$ cat src/rtl/mybus_pkg.sv
// Shared Mybus definitions: arbiter FSM states, tag layout constants and tag decode helper.
package mybus_pkg;

    typedef enum logic [1:0] {
        ARB_IDLE,
        ARB_ADDR,
        ARB_WDATA
    } arb_state_t;

    // reqtag layout: {rw, type[3:0], low[7:0]}; rw=1 marks a read
    localparam int unsigned TAG_RW_BIT = 12;

    localparam logic [TAG_RW_BIT:0] READ_MEM_TAG  = 13'b1_0001_0000_0000;
    localparam logic [TAG_RW_BIT:0] WRITE_MEM_TAG = 13'b0_0001_0000_0000;

    function automatic logic is_read(input logic [TAG_RW_BIT:0] tag);
        return tag[TAG_RW_BIT];
    endfunction

endpackage

$ cat src/rtl/mybus_owner_fifo.sv
// In-order FIFO of client indices owning outstanding read bursts; head is the current response owner.
module mybus_owner_fifo
    import mybus_pkg::*;
#(
    parameter int unsigned W     = 2,
    parameter int unsigned DEPTH = 4
) (
    input  logic         clk,
    input  logic         reset,
    input  logic         push_i,
    input  logic [W-1:0] push_data_i,
    input  logic         pop_i,
    output logic         full_o,
    output logic         empty_o,
    output logic [W-1:0] head_o
);

    localparam int unsigned AW = (DEPTH > 1) ? $clog2(DEPTH) : 1;

    logic [AW:0]  wr_ptr_q, wr_ptr_d;
    logic [AW:0]  rd_ptr_q, rd_ptr_d;
    logic [W-1:0] mem_q [DEPTH];
    logic         do_push;
    logic         do_pop;

    always_comb begin
        empty_o  = (wr_ptr_q == rd_ptr_q);
        full_o   = (wr_ptr_q[AW] != rd_ptr_q[AW]) &&
                   (wr_ptr_q[AW-1:0] == rd_ptr_q[AW-1:0]);
        do_pop   = pop_i && !empty_o;
        // a pop frees the head slot in the same cycle, so push-while-full is allowed alongside it
        do_push  = push_i && (!full_o || do_pop);
        wr_ptr_d = wr_ptr_q;
        rd_ptr_d = rd_ptr_q;
        if (do_push) begin
            wr_ptr_d = wr_ptr_q + 1'b1;
        end
        if (do_pop) begin
            rd_ptr_d = rd_ptr_q + 1'b1;
        end
        head_o = mem_q[rd_ptr_q[AW-1:0]];
    end

    always_ff @(posedge clk or negedge reset) begin
        if (!reset) begin
            wr_ptr_q <= '0;
            rd_ptr_q <= '0;
        end else begin
            wr_ptr_q <= wr_ptr_d;
            rd_ptr_q <= rd_ptr_d;
        end
    end

    always_ff @(posedge clk) begin
        if (do_push) begin
            mem_q[wr_ptr_q[AW-1:0]] <= push_data_i;
        end
    end

endmodule

$ cat src/rtl/mybus_rr_arbiter.sv
// Round-robin arbiter of N Bottom-side Mybus masters onto one Top-side Mybus,
// routing read-response bursts back to their issuers in request order.
module mybus_rr_arbiter
    import mybus_pkg::*;
#(
    parameter int unsigned N_CLIENTS       = 4,
    parameter int unsigned DATA_W          = 64,
    parameter int unsigned TAG_W           = 13,
    parameter int unsigned BEATS           = 8,
    parameter int unsigned MAX_OUTSTANDING = 4
) (
    input  logic                        clk,
    input  logic                        reset,
    input  logic [N_CLIENTS-1:0]        cl_reqcyc,
    input  logic [N_CLIENTS*DATA_W-1:0] cl_req,
    input  logic [N_CLIENTS*TAG_W-1:0]  cl_reqtag,
    output logic [N_CLIENTS-1:0]        cl_reqack,
    output logic [N_CLIENTS-1:0]        cl_respcyc,
    output logic [DATA_W-1:0]           cl_resp,
    input  logic [N_CLIENTS-1:0]        cl_respack,
    output logic                        up_bid,
    output logic                        up_reqcyc,
    output logic [DATA_W-1:0]           up_req,
    output logic [TAG_W-1:0]            up_reqtag,
    input  logic                        up_reqack,
    input  logic                        up_respcyc,
    input  logic [DATA_W-1:0]           up_resp,
    output logic                        up_respack,
    output logic                        err_unexp
);

    localparam int unsigned CW = $clog2(N_CLIENTS);
    localparam int unsigned BW = (BEATS > 1) ? $clog2(BEATS) : 1;

    arb_state_t      state_q, state_d;
    logic [CW-1:0]   grant_q, grant_d;
    logic [CW-1:0]   rr_ptr_q, rr_ptr_d;
    logic [BW-1:0]   wcnt_q, wcnt_d;
    logic [BW-1:0]   rcnt_q, rcnt_d;
    logic            err_q, err_d;

    logic [N_CLIENTS-1:0] eligible;
    logic                 found;
    logic [CW-1:0]        pick;
    int unsigned          idx;
    logic [CW-1:0]        next_ptr;
    logic [DATA_W-1:0]    sel_req;
    logic [TAG_W-1:0]     sel_tag;
    logic                 sel_rd;
    logic                 fwd_active;
    logic                 fifo_push;
    logic                 fifo_pop;
    logic                 fifo_full;
    logic                 fifo_empty;
    logic [CW-1:0]        fifo_head;
    logic                 resp_beat;

    mybus_owner_fifo #(
        .W     (CW),
        .DEPTH (MAX_OUTSTANDING)
    ) u_owner_fifo (
        .clk         (clk),
        .reset       (reset),
        .push_i      (fifo_push),
        .push_data_i (grant_q),
        .pop_i       (fifo_pop),
        .full_o      (fifo_full),
        .empty_o     (fifo_empty),
        .head_o      (fifo_head)
    );

    always_comb begin
        sel_req  = cl_req[grant_q*DATA_W +: DATA_W];
        sel_tag  = cl_reqtag[grant_q*TAG_W +: TAG_W];
        sel_rd   = is_read(sel_tag);
        next_ptr = (grant_q == CW'(N_CLIENTS - 1)) ? '0 : grant_q + CW'(1);
    end

    // Reads are held off while every owner slot is taken; writes never need one.
    always_comb begin
        eligible = '0;
        for (int unsigned i = 0; i < N_CLIENTS; i++) begin
            eligible[i] = cl_reqcyc[i] &&
                          !(is_read(cl_reqtag[i*TAG_W +: TAG_W]) && fifo_full);
        end
    end

    always_comb begin
        found = 1'b0;
        pick  = '0;
        idx   = 0;
        for (int unsigned k = 0; k < N_CLIENTS; k++) begin
            idx = (int'(rr_ptr_q) + k) % N_CLIENTS;
            if (!found && eligible[idx]) begin
                found = 1'b1;
                pick  = CW'(idx);
            end
        end
    end

    always_comb begin
        state_d    = state_q;
        grant_d    = grant_q;
        rr_ptr_d   = rr_ptr_q;
        wcnt_d     = wcnt_q;
        fifo_push  = 1'b0;
        fwd_active = 1'b0;
        unique case (state_q)
            ARB_IDLE: begin
                if (found) begin
                    grant_d = pick;
                    state_d = ARB_ADDR;
                end
            end
            ARB_ADDR: begin
                fwd_active = 1'b1;
                if (up_reqack) begin
                    if (sel_rd) begin
                        fifo_push = 1'b1;
                        rr_ptr_d  = next_ptr;
                        state_d   = ARB_IDLE;
                    end else begin
                        wcnt_d  = '0;
                        state_d = ARB_WDATA;
                    end
                end
            end
            ARB_WDATA: begin
                fwd_active = 1'b1;
                if (up_reqack) begin
                    wcnt_d = wcnt_q + BW'(1);
                    if (wcnt_q == BW'(BEATS - 1)) begin
                        wcnt_d   = '0;
                        rr_ptr_d = next_ptr;
                        state_d  = ARB_IDLE;
                    end
                end
            end
            default: begin
                state_d = ARB_IDLE;
            end
        endcase
    end

    always_comb begin
        resp_beat = up_respcyc && !fifo_empty && cl_respack[fifo_head];
        fifo_pop  = resp_beat && (rcnt_q == BW'(BEATS - 1));
        rcnt_d    = rcnt_q;
        if (resp_beat) begin
            rcnt_d = fifo_pop ? '0 : rcnt_q + BW'(1);
        end
        err_d = err_q || (up_respcyc && fifo_empty);
    end

    // Every output is forced low while reset is held so no ack escapes in the reset cycle.
    always_comb begin
        up_bid     = reset && (fwd_active || (|cl_reqcyc));
        up_reqcyc  = reset && fwd_active;
        up_req     = (reset && fwd_active) ? sel_req : '0;
        up_reqtag  = (reset && fwd_active) ? sel_tag : '0;
        cl_reqack  = (reset && fwd_active && up_reqack) ?
                     (N_CLIENTS'(1) << grant_q) : '0;
        cl_respcyc = (reset && up_respcyc && !fifo_empty) ?
                     (N_CLIENTS'(1) << fifo_head) : '0;
        cl_resp    = reset ? up_resp : '0;
        // with no owner the beat is swallowed here so the Top side cannot stall
        up_respack = reset && (fifo_empty ? up_respcyc : cl_respack[fifo_head]);
        err_unexp  = err_q;
    end

    always_ff @(posedge clk or negedge reset) begin
        if (!reset) begin
            state_q  <= ARB_IDLE;
            grant_q  <= '0;
            rr_ptr_q <= '0;
            wcnt_q   <= '0;
            rcnt_q   <= '0;
            err_q    <= 1'b0;
        end else begin
            state_q  <= state_d;
            grant_q  <= grant_d;
            rr_ptr_q <= rr_ptr_d;
            wcnt_q   <= wcnt_d;
            rcnt_q   <= rcnt_d;
            err_q    <= err_d;
        end
    end

endmodule

$ cat config.mk
export PLATFORM = sky130hd
export DESIGN_NAME = mybus_rr_arbiter
export DESIGN_NICKNAME = d
export VERILOG_FILES = /design/src/rtl/mybus_pkg.sv /design/src/rtl/mybus_owner_fifo.sv /design/src/rtl/mybus_rr_arbiter.sv
export SDC_FILE = /design/constraint.sdc
export NUM_CORES = 1
export LEC_CHECK = 0
export BUFFER_PORTS_ARGS = -buffer_cell sky130_fd_sc_hd__buf_2
export CORE_AREA = 2 2 211 213
export DETAILED_ROUTE_END_ITERATION = 10
export DIE_AREA = 0 0 213 215
export PLACE_DENSITY = 0.45
export SYNTH_ARGS = -nofsm -noshare
export SYNTH_HDL_FRONTEND = slang
export SYNTH_SLANG_ARGS = --single-unit
$ cat constraint.sdc
create_clock -name clk -period 2.1 [get_ports clk]
set_clock_uncertainty 0.05 [all_clocks]
set_input_delay 0.315 -clock clk [delete_from_list [all_inputs] [get_ports clk]]
set_output_delay 0.315 -clock clk [all_outputs]
set_load 0.05 [all_outputs]
==> metrics.md <==
| Metric | Value |
|---|---|
| Post-Place Cell Area | 0.00894 mm^2 |
| RSZ-0062 raised after global routing | true |
| Post-route cell area | 0.0103 mm^2 |
| Syn-to-layout area delta | 124% |
| Int Pwr | 7.13 mW |
| Most used cell, CP | mux2i_4 |
| FMAX | 0.417 GHz |
| CTS Buf Count | 3 |
| Final Max Tran Viols | 0 |
| CP endpoint kind | output port |
| H-tree level count | 1 |
| FP Rows | 77 |
| Critical-path maximum fanout | 3 |
| Clock transition at path regs | 70 ps |
| Crit-path max cell delay | 600 ps |
| Register bit total from synthesis | 27 |
| RePlAce Congestion | 0.914 |
| Hold crit path type | in2async |
| Clk pwr share | 3.3% |
| Warnings from Yosys | 0 |
| Core area | 0.0436 mm^2 |
| CTS sink cnt | 27 |
| Final setup viols | 98 |
| Worst Reg2Reg Path Length in Cells | 8 |
| CTS Buffer Depth | 2 |
| Insertion delay of the later-clocked pin in the worst-skew pair | 260 ps |
| Die X | 213 um |
| Hold Slack | 41.8 ps |
| Crit path from | u_owner_fifo.rd_ptr_q[0]$_DFFE_PN0P_ |
| Syn Nets | 815 |
| Worst vdd ir | 531 uV |
| Clock root cell | clkbuf_16 |
| Seq/Total Area, Yosys | 15.6% |
| Final ANT Viol Nets | 0 |
| Fin crit period | 2400 ps |
| DR iter-0 viols | 222 |
| IO Port Bufs | 536 |
| Drt first pass iters | 4 |
| Count leader, synth | and2_1 |
| Ys flop type | dfrtp_1 |
| Synth area leaders | mux4_2, and2_1, dfrtp_1, edfxtp_1, ha_1 |
| Flop pwr share | 7.1% |
| Die Y | 215 um |
| Post-synthesis cell count | 415 |
| Switching Share | 47.0% |
| Data required time of the worst path | 1740 ps |
| Post-Synthesis Cell Area | 0.00459 mm^2 |
| CP Data Arrival Time | 2030 ps |
| Top cell type's share of synthesized area | 38.8% |
| Comb power frac | 89.6% |
| GR Overflow Total | 0 |
| Ys async rst share | 70.4% |
| TritonCTS clock tree | built |
| Dpl hpwl | 25100 um |
| Initial antenna violation count | 9 |
| Via count | 6016 |
| Fin Setup TNS | -13440 ps |
| Crit-path cells | mux4_2, mux2i_4, mux2i_4, mux2i_2, nor2b_4, buf_6 |
| Buf/Inv on CP | 1 |
| Final hold viol count | 0 |
| NumNets Final | 1399 |
| Share of cells above drive strength 1 | 82.3% |
| Slew headroom | 66.1% |
| DR DRC count | 0 |
| CP startpoint kind | register |
| Per-cell routed wire length | 18.6 um |
| Failing checks | setup timing |
| Aggregate global-route resource usage | 12.2% |
| Vias in the first global route | 6343 |
| Period utilisation layout | 114% |
| WP depth | 6 |
| FF-to-FF setup slack | -260 ps |
| RR Startpoint | u_owner_fifo.rd_ptr_q[0]$_DFFE_PN0P_ |
| Design Power | 13.5 mW |
| Psw | 6.32 mW |
| Largest net degree at the start of global routing | 68 |
| Lkg Pwr | 4.82 nW |
| Initial core utilization | 10.5% |
| Cell accounting for the most synthesized area | mux4_2 |
| Die footprint | 0.0458 mm^2 |
| Max-cap violations | 0 |
| Least-Margin Pin Slew | 505 ps |
| Most frequent cells after synthesis | and2_1, mux4_2, clkbuf_1 |
| Routed wire length | 29700 um |
| Vias per cell | 3.77 |
| Status | complete, but fails checks |
| CP Class | reg2out |
| First-pass GRT wire length | 41200 um |
| PD cells | 1310 mW/mm^2 |
| Min setup slack post-route | -298 ps |
| Post-synth EDFFs | 8 |
| Slowest cell on the critical path | mux4_2 |
| Worst setup path endpoint | up_respack |
| Crit path max-delay family | multiplexers |
| Average cell area after synthesis | 11.1 um^2 |
| I/O pins | 537 |
| Reg2reg end | u_owner_fifo.rd_ptr_q[1]$_DFFE_PN0P_ |
| Post-synth cell types | 51 |
## layout by cell type, fill, tap and decap left out, types with 8 or more instances in the layout
master,synthesis,final
mux4_2,79,79
ha_1,16,11
buf_6,0,29
dfrtp_1,19,16
nor2_1,8,8
buf_8,0,36
buf_4,0,48
buf_2,8,448
and2_4,1,79
inv_1,13,9
nand2_1,10,9
and2_1,143,65
buf_12,0,46
edfxtp_1,8,8
## cells by family (layout without fill, tap and decap cells)
logic type | after synthesis | after routing | synth area share [%]
AOI/OAI and AO/OA | 32 | 32 | 5.97
muxes | 92 | 92 | 42.1
xor gates and xnor gates | 7 | 7 | 1.83
DFF | 27 | 27 | 15.6
other | 0 | 4 | 0
adders and majority gates | 16 | 16 | 4.36
and+or+nand+nor | 194 | 194 | 26.0
buffers and inverters | 47 | 630 | 4.06
## metrics by stage
stage | utilization, % | worst slack [ps] | instances
after CTS | 23.2 | -298 | 1583
final | 23.6 | -298 | 1594
after global placement | 20.5 | -93.3 | 1561
after detailed placement | 20.5 | -91.9 | 1561
after floorplan | - | -97.9 | 415
after global routing | 23.6 | -378 | 1594
## metal layers
layer	track usage (%)	vias to the layer above	share of wire (%)
li1	-	2739	-
met5	0.431	-	0.19
met4	4.01	8	3.2
met2	21.6	349	50
met1	14.7	2882	40
met3	2.25	38	7.1
## cell type report
cell class,count,area (um^2)
inverter,13,56.3
antenna,4,10.0
tap,592,741
clock buffer,3,75.1
clock inverter,1,7.51
multi-input combinational,341,4120
timing repair buffer,613,4560
sequential,27,724
fill,4742,33300
## registers in the layout, indices dropped and copies added (netlist names)
| register | flops |
|---|---|
| err_unexp | 1 |
| grant_q | 2 |
| rcnt_q | 3 |
| rr_ptr_q | 2 |
| state_q | 2 |
| u_owner_fifo.mem_q | 8 |
| u_owner_fifo.rd_ptr_q | 3 |
| u_owner_fifo.wr_ptr_q | 3 |
| wcnt_q | 3 |
## power by group through the flow
stage                     Sequential [mW]  Clock [mW]  Combinational, mW
after floorplan                     0.929           0               6.13
after global placement              0.982           0               9.52
after detailed placement            0.988           0               9.54
after CTS                            1.01       0.466               11.7
after global routing                0.979       0.490               12.7
final                               0.950       0.447               12.1
## how the worst min path moves through the flow
stage,start,to,slack [ps],cells past startpoint
6_report,reset,err_unexp$_DFF_PN0_,40,2
4_1_cts,reset,err_unexp$_DFF_PN0_,40,2
5_1_grt,reset,err_unexp$_DFF_PN0_,70,2
3_5_place_dp,reset,err_unexp$_DFF_PN0_,320,2
2_1_floorplan,reset,err_unexp$_DFF_PN0_,-30,0
3_3_place_gp,reset,grant_q[1]$_DFFE_PN0P_,320,2
## repair_timing
action | 4_1_cts | 5_1_grt
hold buffers | 0 | 0
cloned | 6 | 1
endpoints found under the setup margin | 103 | 109
buffers inserted | 13 | 8
resized for setup | 249 | 24
pin swaps | 42 | 21
Power figures use the tool's default switching activity.
